<file path="src/rtl/inv_sub_bytes_seq.sv">
// Iterative AES InvSubBytes engine: LANES inverse S-box lookups per cycle over a 128-bit state.
// Optional macro INV_SBOX_SELFCHECK_EN adds a forward S-box round-trip check driving chk_err.
module inv_sub_bytes_seq #(
  parameter int LANES = 4
) (
  input  logic         clk,
  input  logic         rst,
  input  logic         in_valid,
  output logic         in_ready,
  input  logic [127:0] in_state,
  output logic         out_valid,
  input  logic         out_ready,
  output logic [127:0] out_state,
  output logic         busy,
  output logic         chk_err,
  output logic [1:0]   fsm_state
);

  localparam int C  = 16 / LANES;
  localparam int CW = (C > 1) ? $clog2(C) : 1;
  localparam int LW = 8 * LANES;

  // Entry for byte b sits at bits [2047-8b -: 8] (row-major, 0x00 leftmost).
  localparam logic [2047:0] INV_SBOX = {
    128'h52096ad53036a538bf40a39e81f3d7fb,
    128'h7ce339829b2fff87348e4344c4dee9cb,
    128'h547b9432a6c2233dee4c950b42fac34e,
    128'h082ea16628d924b2765ba2496d8bd125,
    128'h72f8f66486689816d4a45ccc5d65b692,
    128'h6c704850fdedb9da5e154657a78d9d84,
    128'h90d8ab008cbcd30af7e45805b8b34506,
    128'hd02c1e8fca3f0f02c1afbd0301138a6b,
    128'h3a9111414f67dcea97f2cfcef0b4e673,
    128'h96ac7422e7ad3585e2f937e81c75df6e,
    128'h47f11a711d29c5896fb7620eaa18be1b,
    128'hfc563e4bc6d279209adbc0fe78cd5af4,
    128'h1fdda8338807c731b11210592780ec5f,
    128'h60517fa919b54a0d2de57a9f93c99cef,
    128'ha0e03b4dae2af5b0c8ebbb3c83539961,
    128'h172b047eba77d626e169146355210c7d
  };

  function automatic logic [7:0] inv_sbox(input logic [7:0] b);
    logic [10:0] idx;
    idx = {~b, 3'b111};
    return INV_SBOX[idx -: 8];
  endfunction

  typedef enum logic [1:0] {IDLE, BUSY, DONE} state_t;

  state_t        state;
  logic [CW-1:0] cnt;
  logic [127:0]  work;
  logic [6:0]    hi;
  logic [LW-1:0] lane_in;
  logic [LW-1:0] lane_out;

  // MSB of the lane group handled this pass; byte 0 is processed first.
  assign hi        = 7'(127 - LW * int'(cnt));
  assign lane_in   = work[hi -: LW];
  assign out_state = work;
  assign fsm_state = state;

  always_comb begin
    lane_out = '0;
    for (int l = 0; l < LANES; l++) begin
      lane_out[8*l +: 8] = inv_sbox(lane_in[8*l +: 8]);
    end
  end

  always_ff @(posedge clk) begin
    if (rst) begin
      state     <= IDLE;
      cnt       <= '0;
      work      <= '0;
      in_ready  <= 1'b1;
      out_valid <= 1'b0;
      busy      <= 1'b0;
    end else begin
      case (state)
        IDLE: begin
          if (in_valid) begin
            work     <= in_state;
            cnt      <= '0;
            state    <= BUSY;
            in_ready <= 1'b0;
            busy     <= 1'b1;
          end
        end
        BUSY: begin
          work[hi -: LW] <= lane_out;
          if (cnt == CW'(C - 1)) begin
            state     <= DONE;
            out_valid <= 1'b1;
          end else begin
            cnt <= cnt + 1'b1;
          end
        end
        DONE: begin
          if (out_ready) begin
            state     <= IDLE;
            out_valid <= 1'b0;
            busy      <= 1'b0;
            in_ready  <= 1'b1;
          end
        end
        default: state <= IDLE;
      endcase
    end
  end

`ifdef INV_SBOX_SELFCHECK_EN
  localparam logic [2047:0] FWD_SBOX = {
    128'h637c777bf26b6fc53001672bfed7ab76,
    128'hca82c97dfa5947f0add4a2af9ca472c0,
    128'hb7fd9326363ff7cc34a5e5f171d83115,
    128'h04c723c31896059a071280e2eb27b275,
    128'h09832c1a1b6e5aa0523bd6b329e32f84,
    128'h53d100ed20fcb15b6acbbe394a4c58cf,
    128'hd0efaafb434d338545f9027f503c9fa8,
    128'h51a3408f929d38f5bcb6da2110fff3d2,
    128'hcd0c13ec5f974417c4a77e3d645d1973,
    128'h60814fdc222a908846eeb814de5e0bdb,
    128'he0323a0a4906245cc2d3ac629195e479,
    128'he7c8376d8dd54ea96c56f4ea657aae08,
    128'hba78252e1ca6b4c6e8dd741f4bbd8b8a,
    128'h703eb5664803f60e613557b986c11d9e,
    128'he1f8981169d98e949b1e87e9ce5528df,
    128'h8ca1890dbfe6426841992d0fb054bb16
  };

  function automatic logic [7:0] fwd_sbox(input logic [7:0] b);
    logic [10:0] idx;
    idx = {~b, 3'b111};
    return FWD_SBOX[idx -: 8];
  endfunction

  logic chk_mismatch;

  always_comb begin
    chk_mismatch = 1'b0;
    for (int l = 0; l < LANES; l++) begin
      if (fwd_sbox(lane_out[8*l +: 8]) != lane_in[8*l +: 8]) chk_mismatch = 1'b1;
    end
  end

  // Sticky until reset; only meaningful while a pass is actually being written.
  always_ff @(posedge clk) begin
    if (rst) chk_err <= 1'b0;
    else if (state == BUSY && chk_mismatch) chk_err <= 1'b1;
  end
`else
  assign chk_err = 1'b0;
`endif

endmodule
</file>
<file path="config.mk">
export PLATFORM = sky130hd
export DESIGN_NAME = inv_sub_bytes_seq
export DESIGN_NICKNAME = d
export VERILOG_FILES = /design/src/rtl/inv_sub_bytes_seq.sv
export SDC_FILE = /design/constraint.sdc
export NUM_CORES = 1
export LEC_CHECK = 0
export ABC_AREA = 1
export BUFFER_PORTS_ARGS = -buffer_cell sky130_fd_sc_hd__buf_4
export CAP_MARGIN = 20
export CORE_MARGIN = 2
export CORE_UTILIZATION = 25
export CTS_CLUSTER_DIAMETER = 120
export DETAILED_ROUTE_END_ITERATION = 10
export PLACE_DENSITY = 0.44
export SLEW_MARGIN = 20
export SYNTH_ARGS = -nofsm -noshare
export SYNTH_HDL_FRONTEND = slang
export SYNTH_SLANG_ARGS = --single-unit
export TNS_END_PERCENT = 1
</file>
<file path="constraint.sdc">
create_clock -name clk -period 3.95 [get_ports clk]
set_input_delay 0.79 -clock clk [delete_from_list [all_inputs] [get_ports clk]]
set_output_delay 0.79 -clock clk [all_outputs]
set_load 0.01 [all_outputs]
</file>
== Word-level counts from Yosys, hierarchy flattened ==
Cells that the tools add are included.
Operators by class
  add/sub/neg operators: 3
  equal/unequal tests: 7
  shift-type cells: 7
  mux-type cells: 18
  bitwise logic cells: 4
  reduce and logical (&&, ||, !) cells: 9
Operators by type and width (number)
  indexed part select 2055 x 12 -> 8 bit (first input constant): 4
  one-hot mux 128 bit (2 select lines): 1
  variable shift 32 x 9 -> 159 bit (first input constant): 1
  indexed part select 159 x 8 -> 32 bit: 1
  indexed part select 32 x 9 -> 159 bit: 1
  bitwise mux 128 bit: 1
  two-way mux 128 bit: 1
  inverter 8 bit: 4
  AND reduction 3 bit: 4
  two-way mux 2 bit: 5
  negation 7 -> 9 bit: 1
  inequality test 2 bit (second input constant): 4
  subtractor 7 bit (first input constant): 1
  one-hot mux 1 bit (2 select lines): 3
  one-hot mux 2 bit (3 select lines): 1
  nonzero test 2 bit: 3
  two-way mux 1 bit: 5
  == test 2 bit (second input constant): 2
  one-hot mux 2 bit (2 select lines): 1
  adder 2 x 1 -> 2 bit (second input constant): 1
  == test 2 x 1 -> 1 bit (second input constant): 1
  zero test 2 bit: 1
  AND reduction 2 bit: 1
Storage, ports and cells
  register bits after elaboration: 135
  input bits: 132
  output and inout bits: 134
  logic and storage cells: 54

== Depth between registers and ports, before layout ==
Gate-level depths: netlist of the first run.
  word-level depth: 7
  depth in mapped cells: 22
  gate-level depth less buffers: 18

== Worst setup path before layout of the first run ==
OpenSTA, ideal clock, no wires.
  path kind: reg2reg
  start point: register cnt[0]
  end point: register work[100] (netlist: out_state[100])
  library setup time: 70 ps
  arrival time: 2736 ps
  required time: 3880 ps
  setup slack: 1145 ps
  cell stages (with the launch flop): 19
  path buffers: 4
  period minus slack after synthesis: 2805 ps
  path through: dfxtp_1 > buf_6 > buf_6 > buf_4 > nand2_1 > nand3_1 > nand2_1 > ha_1 > inv_1 > nand3_1 > buf_1 > nand3_1 > nand3_1 > nand3_1 > nand3_1 > nand3_1 > nand2_1 > nand3_1 > a21oi_1
Between the ends
  word-level cells in the longest chain between the ends: 7
  elaborated cells between the ends (all ways): 15
  those cells by class: 2 x add/sub; 7 x shift; 2 x mux; 4 x bitwise
RTL lines
  start: declaration: line 52  | logic [CW-1:0] cnt;
  start signal: assignment: line 96  | cnt <= cnt + 1'b1;
  subtractor 7 bit *: line 59  | assign hi = 7'(127 - LW * int'(cnt));
  indexed part select 159 x 8 -> 32 bit: line 60  | assign lane_in = work[hi -: LW];
  inverter 8 bit: line 45  | idx = {~b, 3'b111};
  indexed part select 2055 x 12 -> 8 bit: line 46  | return INV_SBOX[idx -: 8];
  indexed part select 32 x 9 -> 159 bit: line 91  | work[hi -: LW] <= lane_out;
  bitwise mux 128 bit *: line 91
  one-hot mux 128 bit (2 select lines) *: line 80  | case (state)
  end signal: assignment: line 83  | work <= in_state;
  end signal: indexed assignment: line 91
  end: declaration: line 53  | logic [127:0] work;
Every way passes the cells marked *; elsewhere a longest branch is shown, timed or not.
A chain may end at the register's enable or synchronous reset.

== Worst setup path after layout of the first run ==
  start point: register cnt[0]
  end point: register work[61] (netlist: out_state[61])
Same word-level chain as after synthesis.

==> impl_metrics.yaml, run 1 <==
clocking:
  clk_latency_ps: 510
  clkTransAtPathRegs_ps: 70
  root_buffer: "clkbuf_16"
  cts_hold_buf: 0
  post-cts-setup-buffer-count: 0
  cts_resized: 0
  cts_sinks: 135
  cts.htree.levels: 4
  numCtsBuffers: 17
  cts_buffer_depth: 2
  cts_tree: "built"
global_route:
  antenna_found_initial: 1
  grt.total_usage_pct: 27.48
  grt_remaining_overflow: 0
  grt_pass1_vias: 27350
  grt_pass1_wl_mm: 180.1
  grt_max_degree: 77
setup_path:
  r2r_slack_ps: 270
  critPathCaptureType: "flip-flop"
  path_class: "flip-flop to flip-flop"
  crit_arrival_ps: 4070
  required_ps: 4340
  startpoint_type: "flip-flop"
  path_cells: "buf_12 > nand2_1 > nand2_1 > nand2_1 > nand2_1 > ha_1 > inv_1 > nand3_1 > nand3_1 > nand2_1 > nand2_1 > nand2_1 > nand2_1 > nand3_1 > nand3_1 > nand4_1 > a21oi_1"
  worst_path_most_repeated_cell: "nand2_1"
  critical_path_buf_inv_count: 2
  critical_path.slowest_cell: "dfxtp_4"
  crit_family: "simple AND/OR/NAND/NOR gates"
  path_max_fanout: 67
  cpPeakStageDelay_ps: 550
final_layout:
  area_growth_pct: 18.67
  fin_area_um2: 24560
  final_nets: 4291
  insertedDiodeCount: 0
  drive_above_1_share_pct: 13.14
die:
  rows: 105
  io-pin-count: 266
  fp.dieH_um: 291.7
  die_w_um: 291.7
  die-area_um2: 85110
  core_area_um2: 81980
  initial_utilization_pct: 25.25
outcome:
  status: "completed"
route:
  antenna_left: 0
  via_count: 29560
  vias_per_cell: 5.730
  drtIter0Drc: 4697
  firstDrtPassIters: 6
  post_drt_wl_per_cell_um: 23.61
  drc: 0
  wl_mm: 121.8
sta:
  finalClockSkew_ps: 21.10
  fin_setup_tns_ps: 0
  finalCriticalPeriod_ps: 3680
  fin_crit_sh_pct: 93.17
  hold_ws_ps: 471.5
  hold_violations: 0
  worst_pin_slew_ps: 901.1
  finalMaxSlewViolations: 0
  clock.fmax_ghz: 0.2717
  rsz0062_at_grt: "false"
  finalSetupViolCount: 0
  slew_headroom_pct: 39.79
  fin_ws_ps: 269.7
synth:
  yosys.area.top_type_share_pct: 26.55
  ys_top_cells_by_count: "1,279 x nand2_1, 1,098 x nand3_1, 265 x inv_1"
  synth_area_per_cell_um2: 5.249
  yosys.cell_count.top_type: "nand2_1"
  yosysSeqAreaShare_pct: 13.06
  ys_ff_latch: 135
  synth_edf_count: 0
  ys_top_cells_by_area: "nand3_1 27%, nand2_1 23%, dfxtp_1 13%"
  async_reset_ff_share_pct: 0
  synthFlopType: "dfxtp_1"
  ys_types: 31
  yosys_warnings: 0
  synth_area_um2: 20700
  postSynthCellCount: 3943
  synth_top_area_cell: "nand3_1"
  syn-num-nets: 4159
power:
  p_leak_nw: 12.51
  ir_drop_mv: 0.3664
  power.density_nw_per_um2: 486.0
place:
  place_ws_ps: 438.5
  hpwl_mm: 87.87
  io_buffers: 264
  place_congestion: 1.052
  placed_cell_area_um2: 23930
run:
  maxCapViolCount: 0
hold_path:
  hp-class: "flip-flop to flip-flop"
-- flip-flops by register name (all words and copies together), names as in the netlist --
signal	flops
in_ready	1
cnt	2
fsm_state	2
busy	1
out_state	128
out_valid	1
-- cells in the final DEF (no fill, tap or decap), drive strengths merged --
master / Yosys / final
a31oi: 3 / 3
buf: 190 / 404
nand3b: 7 / 7
nand2: 1314 / 1314
bufinv: 0 / 3
clkbuf: 101 / 25
and2: 1 / 1
a21oi: 211 / 211
o21ai: 162 / 162
inv: 275 / 275
clkinv: 0 / 4
ha: 84 / 84
nand4: 137 / 137
or2: 28 / 28
nor2: 174 / 174
o211ai: 8 / 8
conb: 1 / 1
a32oi: 8 / 8
dfxtp: 135 / 135
nand3: 1104 / 1104
-- cells by family after synthesis --
| kind of cell | Yosys count | share of synthesized area (%) |
|---|---|---|
| simple gates | 2765 | 59.53 |
| fa+ha+maj | 84 | 5.078 |
| other cells | 1 | 0.01812 |
| buf+inv | 566 | 11.94 |
| flops | 135 | 13.06 |
| compound gates | 392 | 10.37 |
-- metal layers --
metal	vias to the layer above	part of all wire (%)	GRT usage [%]
met1	13660	42	37.78
met5	-	0	0
li1	13470	-	-
met3	346	11	5.633
met2	2084	42	40.37
met4	0	5.3	13.82
-- final cells by class --
cell class	count	area, µm²
clock inverter	7	113.9
clock buffer	25	515.5
inverter	275	1045
timing repair buffer	404	3233
sequential	135	2708
multi-input combinational	3242	15610
tap	1070	1339
fill	9570	57420
-- stage by stage --
step | power, mW | util, % | std cells
final | 11.94 | 29.96 | 5158
after CTS | 11.62 | 29.96 | 5158
after detailed placement | 9.698 | 29.19 | 5126
after global placement | 9.864 | 29.19 | 5126
after floorplan | 6.825 | - | 3943
after global routing | 12.58 | 29.96 | 5158
-- path summary, 6_finish.rpt --
kind / startpoint / to / depth (start not counted)
worst max-delay path: cnt[0] / out_state[61] / 17
worst min-delay path: out_valid / out_valid / 2
worst max register to register: cnt[0] / out_state[61] / 17
worst min register to register: out_valid / out_valid / 2
-- tightest hold or removal path: stages, from the launching register on --
cell,delay (ps)
dfxtp_1,320
nand2_1,60
a21oi_1,50
-- where the power goes --
group | internal [mW] | switching (mW)
Sequential | 1.50 | 0.172
Clock | 1.09 | 0.808
Combinational | 2.43 | 5.93
Total | 5.02 | 6.91
Power figures use the tool's default switching activity.
==> run 2: changes to the inputs <==
- PLACE_DENSITY: 0.44 -> not set
==> impl_metrics.yaml, run 2 (same netlist as run 1, synthesis figures left out) <==
clocking:
  cts.htree.levels: 4
  cts_hold_buf: 0
  cts_buffer_depth: 2
  root_buffer: "clkbuf_16"
  cts_tree: "built"
  clkTransAtPathRegs_ps: 90
  cts_sinks: 135
  clk_latency_ps: 500
  numCtsBuffers: 17
  cts_resized: 0
  post-cts-setup-buffer-count: 0
setup_path:
  path_max_fanout: 16
  cpPeakStageDelay_ps: 500
  required_ps: 4360
  startpoint_type: "flip-flop"
  crit_start: "cnt[1]"
  path_cells: "clkinv_2 > buf_12 > nand3_1 > nand2_1 > ha_1 > inv_1 > nand3_1 > buf_4 > nand3_1 > nand3_1 > nand3_1 > nand3_1 > nand3_1 > nand2_1 > nand3_1 > a21oi_1"
  critPathCaptureType: "flip-flop"
  worst_path_most_repeated_cell: "nand3_1"
  r2r_start: "cnt[1]"
  critical_path_buf_inv_count: 4
  crit_arrival_ps: 4030
  crit_family: "simple AND/OR/NAND/NOR gates"
  critical_path.slowest_cell: "ha_1"
  path_class: "flip-flop to flip-flop"
final_layout:
  insertedDiodeCount: 0
  largest_register_ffs: 128
  final_nets: 4331
  final_common_cell: "nand2_1"
  drive_above_1_share_pct: 13.98
  final_cell_mix: "1,267 x nand2_1, 1,098 x nand3_1, 421 x buf_4"
  fin_area_um2: 24890
  area_growth_pct: 20.26
  seqCellArea_um2: 2708
  final_util_pct: 30.36
  multi_input_area_um2: 15600
  num-fill-cells: 9528
  instances_no_fill: 5198
route:
  drtIter0Drc: 4761
  top_layer: "met5"
  wl_met1_mm: 52.98
  via_count: 29940
  vias_per_cell: 5.761
  antenna_left: 0
  post_drt_wl_per_cell_um: 24.49
  firstDrtPassIters: 9
  met3_wirelength_mm: 14.46
  wl_mm: 127.3
  drc: 0
  dr_wl_met2_mm: 53.89
place:
  io_buffers: 264
  place_ws_ps: 443.9
  placed_cell_area_um2: 24310
  placedCellCount: 5166
  place_congestion: 1.034
  hpwl_mm: 92.96
sta:
  finalCriticalPeriod_ps: 3620
  finalMaxSlewViolations: 0
  hold_ws_ps: 476.8
  finalClockSkew_ps: 20.94
  hold_violations: 0
  fin_ws_ps: 329.9
  fin_crit_sh_pct: 91.65
  clock.fmax_ghz: 0.2762
  rsz0062_at_grt: "false"
  fin_setup_tns_ps: 0
  slew_headroom_pct: 34.05
  finalSetupViolCount: 0
  worst_pin_slew_ps: 989.2
global_route:
  grt_pass1_vias: 27660
  grt_pass1_wl_mm: 186.9
  grt.total_usage_pct: 28.78
  antenna_found_initial: 3
  grt_max_degree: 91
  grt_remaining_overflow: 0
power:
  ir_drop_mv: 0.3665
  p_switching_mw: 7.148
  swShare_pct: 58.85
  p_leak_nw: 12.69
  clkPwrFrac_pct: 14.3
  p_comb_share_pct: 71.8
  seqPwrFrac_pct: 13.9
  finalPower_mw: 12.15
  power.density_nw_per_um2: 487.9
  p_int_mw: 4.998
hold_path:
  hold_start: "busy"
  hp-class: "flip-flop to flip-flop"
die:
  die-area_um2: 85110
  io-pin-count: 266
  core_area_um2: 81980
  initial_utilization_pct: 25.25
  rows: 105
  fp.dieH_um: 291.7
  die_w_um: 291.7
outcome:
  status: "completed"
run:
  maxCapViolCount: 0
[run 2: power by group through the flow]
stage	combinational, mW	clock [mW]	sequential (mW)
final	8.72	1.74	1.69
after global routing	9.31	1.81	1.70
after CTS	8.38	1.78	1.69
after detailed placement	8.35	0	1.71
after global placement	8.54	0	1.72
after floorplan	5.14	0	1.68
[run 2: cell type report]
cell class	instances	share of cell area, %
Sequential cell	135	10.88
Multi-Input combinational cell	3242	62.68
Clock inverter	14	0.5981
Timing Repair Buffer	444	14.55
Inverter	275	4.192
Tap cell	1070	5.378
Clock buffer	18	1.724
[run 2: final timing paths]
check	endpoint	slack (ps)	depth (start not counted)
setup / recovery	out_state[116]	330	16
hold / removal	busy	480	2
setup reg to reg	out_state[116]	330	16
hold reg to reg	busy	480	2
[run 2: worst register-to-register path: cells and delay by family (launching register included)]
family | cells | cell delay (ps)
AND/OR/NAND/NOR | 10 | 1480
flip-flops | 1 | 360
adder cells (fa/ha/maj) | 1 | 500
AO/OA/AOI/OAI | 1 | 160
buffers and inverters | 4 | 1040
[run 2: per-layer routing]
metal  GRT usage [%]  vias to the layer above
li1                -                    13550
met1           39.39                    13830
met2           43.33                     2200
met3           5.922                      355
met4           12.64                        4
met5               0                        -
